$ cat src/rtl/zbb_count_seq.sv
// Iterative clz/ctz/cpop unit: scans the operand CHUNK bits per cycle from the MSB end,
// with early exit for clz/ctz. Start/Ready handshake in, one-cycle Done pulse out.
module zbb_count_seq #(
  parameter int unsigned XLEN  = 64,
  parameter int unsigned CHUNK = 8
) (
  input  logic            clk,
  input  logic            reset,
  input  logic            Start,
  output logic            Ready,
  input  logic [XLEN-1:0] A,
  input  logic [1:0]      Funct,
  input  logic            W,
  input  logic            Flush,
  output logic            Busy,
  output logic            Done,
  output logic [XLEN-1:0] Result
);

  localparam int unsigned CW  = $clog2(XLEN) + 1;
  localparam int unsigned PW  = $clog2(CHUNK) + 1;
  localparam int unsigned NCF = XLEN / CHUNK;
  localparam int unsigned NCW = 32 / CHUNK;
  localparam int unsigned IW  = (NCF > 1) ? $clog2(NCF) : 1;

  localparam logic [1:0] F_CLZ  = 2'b00;
  localparam logic [1:0] F_CTZ  = 2'b01;
  localparam logic [1:0] F_CPOP = 2'b10;

  typedef enum logic [1:0] {IDLE, RUN, DONE} state_t;

  state_t          state_q, state_n;
  logic [XLEN-1:0] op_q, op_n;
  logic [CW-1:0]   cnt_q, cnt_n;
  logic [IW-1:0]   idx_q, idx_n;
  logic [IW-1:0]   last_q, last_n;
  logic [1:0]      fn_q, fn_n;
  logic [XLEN-1:0] result_n;

  logic [CHUNK-1:0] chunk;
  logic [PW-1:0]    lz_cnt, pop_cnt, add;
  logic             found;
  logic             use_w;
  logic [XLEN-1:0]  a_al, a_rev;
  logic [CW-1:0]    cnt_sum;
  logic             term;

  // Operand is kept MSB-aligned and shifted left each cycle, so chunk i is always the top slice.
  always_comb begin
    chunk   = op_q[XLEN-1 -: CHUNK];
    lz_cnt  = '0;
    pop_cnt = '0;
    found   = 1'b0;
    for (int j = CHUNK - 1; j >= 0; j--) begin
      pop_cnt = pop_cnt + PW'(chunk[j]);
      if (chunk[j]) found = 1'b1;
      else if (!found) lz_cnt = lz_cnt + PW'(1);
    end
    case (fn_q)
      F_CLZ, F_CTZ: add = lz_cnt;
      F_CPOP:       add = pop_cnt;
      default:      add = '0;
    endcase
    cnt_sum = cnt_q + CW'(add);
    case (fn_q)
      F_CLZ, F_CTZ: term = (chunk != '0) || (idx_q == last_q);
      F_CPOP:       term = (idx_q == last_q);
      default:      term = 1'b1;
    endcase
  end

  // Word ops place A[31:0] in the top half; ctz bit-reverses so it reuses the leading-zero scan.
  always_comb begin
    use_w = (XLEN > 32) && W;
    a_al  = use_w ? (A << (XLEN - 32)) : A;
    a_rev = '0;
    for (int j = 0; j < XLEN; j++) begin
      a_rev[XLEN-1-j] = (use_w && j >= 32) ? 1'b0 : A[j];
    end
  end

  always_comb begin
    state_n  = state_q;
    op_n     = op_q;
    cnt_n    = cnt_q;
    idx_n    = idx_q;
    last_n   = last_q;
    fn_n     = fn_q;
    result_n = Result;
    case (state_q)
      IDLE: begin
        if (Start && !Flush) begin
          state_n = RUN;
          op_n    = (Funct == F_CTZ) ? a_rev : a_al;
          cnt_n   = '0;
          idx_n   = '0;
          last_n  = use_w ? IW'(NCW - 1) : IW'(NCF - 1);
          fn_n    = Funct;
        end
      end
      RUN: begin
        cnt_n = cnt_sum;
        op_n  = op_q << CHUNK;
        idx_n = idx_q + IW'(1);
        if (term) begin
          state_n  = DONE;
          result_n = XLEN'(cnt_sum);
        end
      end
      DONE:    state_n = IDLE;
      default: state_n = IDLE;
    endcase
    // Abort wins over completion; Result keeps its previous value.
    if (Flush) begin
      state_n  = IDLE;
      result_n = Result;
    end
  end

  always_ff @(posedge clk) begin
    if (reset) begin
      state_q <= IDLE;
      op_q    <= '0;
      cnt_q   <= '0;
      idx_q   <= '0;
      last_q  <= '0;
      fn_q    <= '0;
      Result  <= '0;
      Ready   <= 1'b1;
      Busy    <= 1'b0;
      Done    <= 1'b0;
    end else begin
      state_q <= state_n;
      op_q    <= op_n;
      cnt_q   <= cnt_n;
      idx_q   <= idx_n;
      last_q  <= last_n;
      fn_q    <= fn_n;
      Result  <= result_n;
      Ready   <= (state_n == IDLE);
      Busy    <= (state_n != IDLE);
      Done    <= (state_n == DONE);
    end
  end

endmodule

$ cat config.mk
export PLATFORM = sky130hd
export DESIGN_NAME = zbb_count_seq
export DESIGN_NICKNAME = d
export VERILOG_FILES = /design/src/rtl/zbb_count_seq.sv
export SDC_FILE = /design/constraint.sdc
export NUM_CORES = 1
export LEC_CHECK = 0
export ABC_AREA = 0
export CAP_MARGIN = 10
export CORE_UTILIZATION = 45
export DETAILED_ROUTE_END_ITERATION = 7
export PLACE_DENSITY_LB_ADDON = 0.08
export SLEW_MARGIN = 20
export SYNTH_ARGS = -nofsm -noshare
export SYNTH_HDL_FRONTEND = slang
export SYNTH_SLANG_ARGS = --single-unit
$ cat constraint.sdc
create_clock -name clk -period 11.1 [get_ports clk]
set_clock_uncertainty 0.15 [all_clocks]
set_input_delay 3.33 -clock clk [delete_from_list [all_inputs] [get_ports clk]]
set_output_delay 3.33 -clock clk [all_outputs]
set_load 0.1 [all_outputs]
==> summary.md <==
| Metric | Value |
|---|---|
| Outcome | complete, no violations |
| Post-synth top area cell | dfxtp_1 |
| Cell Area, Placed | 6290 µm² |
| Period Utilization, post-route | 0.517 |
| H-tree depth | 3 |
| Internal power | 624 µW |
| CP required | 11.15 ns |
| Grt ovf | 0 |
| Switching Share | 0.368 |
| Post-CTS Setup Repair Bufs | 0 |
| Clock root buffer | clkbuf_16 |
| Total Neg Setup Slack | 0 ns |
| Sequential Power Share | 0.355 |
| Die width | 114 µm |
| Overall die height | 114 µm |
| Complex-gate fraction of the synthesized area | 0.191 |
| Mean post-synth cell area | 8.27 µm² |
| Top cell type's share of synthesized area | 0.317 |
| Area of the core | 12200 µm² |
| Largest family of logic cells by synthesized area | compound AO/OA/AOI/OAI gates |
| Global-route wire length before repair | 23000 µm |
| Slowest stage delay, CP | 0.49 ns |
| Routed WL | 14500 µm |
| Async set-reset flop share out of synthesis | 0 |
| Peak Freq | 0.174 GHz |
| Final nets | 820 |
| GP Congestion | 0.795 |
| CP dominant cell by count | ha_1 |
| Crit-path cells | inv_1 -> a21oi_1 -> ha_1 -> o31a_2 -> ha_1 -> mux2i_1 -> a311oi_1 -> ha_1 -> nand2_1 -> nand2_1 -> ha_1 -> nor2b_1 -> mux2i_1 -> mux2_2 -> xnor2_1 -> xnor2_1 -> o21ai_0 -> ha_1 -> a21o_1 -> a21oi_1 -> nor2_1 -> xor2_1 -> mux2i_1 -> nor2_1 |
| Critical Path Fanout Max | 7 |
| Share of layout cells above drive strength 1 | 0.0939 |
| # DRC | 0 |
| Synthesized area | 5680 µm² |
| Pre-antenna DRT Iters | 5 |
| Power per standard cell area | 150 nW/µm² |
| Antenna Nets Post-Route | 0 |
| Diode count | 0 |
| NetSw | 363 µW |
| Post-Synth Simple-Gate Area | 0.158 |
| Fin area | 6600 µm² |
| DR vias/cell | 5.47 |
| Final Max Slew Viols | 0 |
| CTS Hold Bufs | 0 |
| Initial core utilization | 0.467 |
| CTS max path bufs | 2 |
| Worst r2r path cells | 24 |
| Synth Warn # | 0 |
| LEAKAGE | 2.60 nW |
| CTS clk-pin slew, worst paths | 0.07 ns |
| Crit. End Element | flop |
| I/O pin count | 138 |
| Final setup fails | 0 |
| Worst Path Arrival | 5.79 ns |
| Post-Syn Instances | 687 |
| CTS Sinks | 90 |
| Top_reg_cell synth | dfxtp_1 |
| XOR/XNOR share of the synthesized area | 0.0154 |
| Top post-synthesis cells by area | dfxtp_1, buf_4, mux2i_1 |
| Max-slew headroom | 0.281 |
| Largest vdd supply drop | 76.4 µV |
| Post-CTS sizing | 0 |
| Die area | 13100 µm² |
| Worst Hold Depth | 2 |
| Slowest CP cell | dfxtp_1 |
| HP Class | reg -> reg |
| Post-DP HPWL | 10200 µm |
| Crit Path Category | reg -> reg |
| CP Launch Type | flop |
| Post-Synth Adder-Cell Area | 0.0485 |
| RSZ-0062 raised after global routing | no |
| WL per Instance | 16.1 µm |
| CTS Buf Count | 9 |
| Number of flops mapped to enable cells by yosys | 0 |
| CTS tree | done |
| Slew @ Worst Pin | 1.08 ns |
| Antenna violations before repair | 0 |
| Clock share of power | 0.317 |
| Sequential area share after synthesis | 0.317 |
| Row count | 40 |
| Largest net degree at the start of global routing | 97 |
| Vias in the first global route | 4494 |
| I/O Buffers | 80 |
| Detailed Route Iter0 Violations | 390 |
| Synth unique cells | 46 |
| Final hold violations | 0 |
| Register bit total from synthesis | 90 |
| Max-capacitance violation count | 0 |
| Via count | 4941 |
| Post-layout minimum cycle time | 5.74 ns |
| Clk_lat worst skew | 0.35 ns |
| P&R area growth vs syn | 16.1% |
| Post-synthesis mux area share | 0.141 |
| Comb power frac | 0.328 |
| GRT Resource Usage Total | 0.228 |
-- metal layers --
| layer | vias to the layer above | share of wire | global-route usage |
|---|---|---|---|
| met3 | 27 | 0.052 | 0.0402 |
| met5 | - | 0 | 0 |
| li1 | 2427 | - | - |
| met1 | 2326 | 0.46 | 0.307 |
| met4 | 0 | 0.027 | 0.102 |
| met2 | 161 | 0.46 | 0.357 |
-- kinds of logic after synthesis --
logic type               count (synthesis)
AND/OR/NAND/NOR                        202
AO/OA/AOI/OAI                          164
buffers and inverters                  125
flip-flops                              90
multiplexers                            76
adder cells (fa/ha/maj)                 19
XOR/XNOR                                10
other                                    1
-- critical path, delay by kind of cell, from the launching register on --
kind	cells	cell delay [ns]
AOI/OAI and AO/OA	6	1.74
xor gates and xnor gates	3	0.50
adders and majority gates	5	1.42
buffers and inverters	1	0.12
DFF	1	0.49
muxes	4	0.78
and+or+nand+nor	5	0.40
-- flip-flops by register name (all words and copies together) (netlist names) --
register,flops
op_q,64
Ready,1
Result,7
Done,1
fn_q,2
state_q,2
Busy,1
idx_q,3
last_q,2
cnt_q,7
-- metrics by stage --
stage | cells | hold slack (ns) | total power [mW] | setup WS [ns] | utilization
after floorplan | 743 | 0.295 | 0.620 | 6.22 | -
after global placement | 887 | 0.308 | 0.672 | 5.41 | 0.517
after detailed placement | 887 | 0.319 | 0.681 | 5.32 | 0.517
after CTS | 903 | 0.328 | 0.992 | 5.45 | 0.542
after global routing | 903 | 0.349 | 1.04 | 5.03 | 0.542
final | 903 | 0.327 | 0.988 | 5.36 | 0.542
-- cell usage after synthesis (2+ instances only) --
cell type  count
a31oi_1       24
nor2_1        31
a22oi_1       40
nor2b_1        5
mux2i_1       43
fa_1           5
inv_1         14
o211ai_1      33
mux2_2        33
nand3_1       36
buf_2         11
clkbuf_1      33
a21o_1         2
xnor2_1        3
a21oi_1       53
dfxtp_1       90
nand2_1      105
buf_1          4
nor4_1         3
nor3_1        10
o21ai_0        5
ha_1          14
buf_4         59
nand2b_1       2
buf_6          2
xor2_1         7
-- placed cells by master (no fill, tap or decap), drive strengths merged, types with 25 or more instances in the layout --
cell type and n:
o211ai 33, nand2 105, dfxtp 90, a21oi 53, nand3 36, a31oi 25, a22oi 40, mux2i 43
nor2 32, clkdlybuf4s50 78, conb 57, mux2 33
-- area by class of cell --
class | instances | area [µm²]
flip-flops and latches | 90 | 1800
fillers | 1122 | 5570
inverters | 14 | 52.6
clock buffers | 10 | 239
clock inverters | 6 | 65.1
multi-input cells | 528 | 3380
well taps | 168 | 210
repair buffers | 87 | 843
-- final timing paths --
check | from | end | slack [ns]
max | op_q[62] | Result[6] | 5.36
min | fn_q[0] | fn_q[0] | 0.33
max reg2reg | op_q[62] | Result[6] | 5.36
min reg2reg | fn_q[0] | fn_q[0] | 0.33
-- power groups by stage --
| stage | clock network [mW] | registers [mW] | logic [mW] |
|---|---|---|---|
| after global placement | 0 | 0.357 | 0.315 |
| after global routing | 0.333 | 0.353 | 0.351 |
| after detailed placement | 0 | 0.358 | 0.323 |
| after CTS | 0.318 | 0.351 | 0.323 |
| after floorplan | 0 | 0.362 | 0.258 |
| final | 0.313 | 0.351 | 0.324 |
Power figures use the tool's default switching activity.
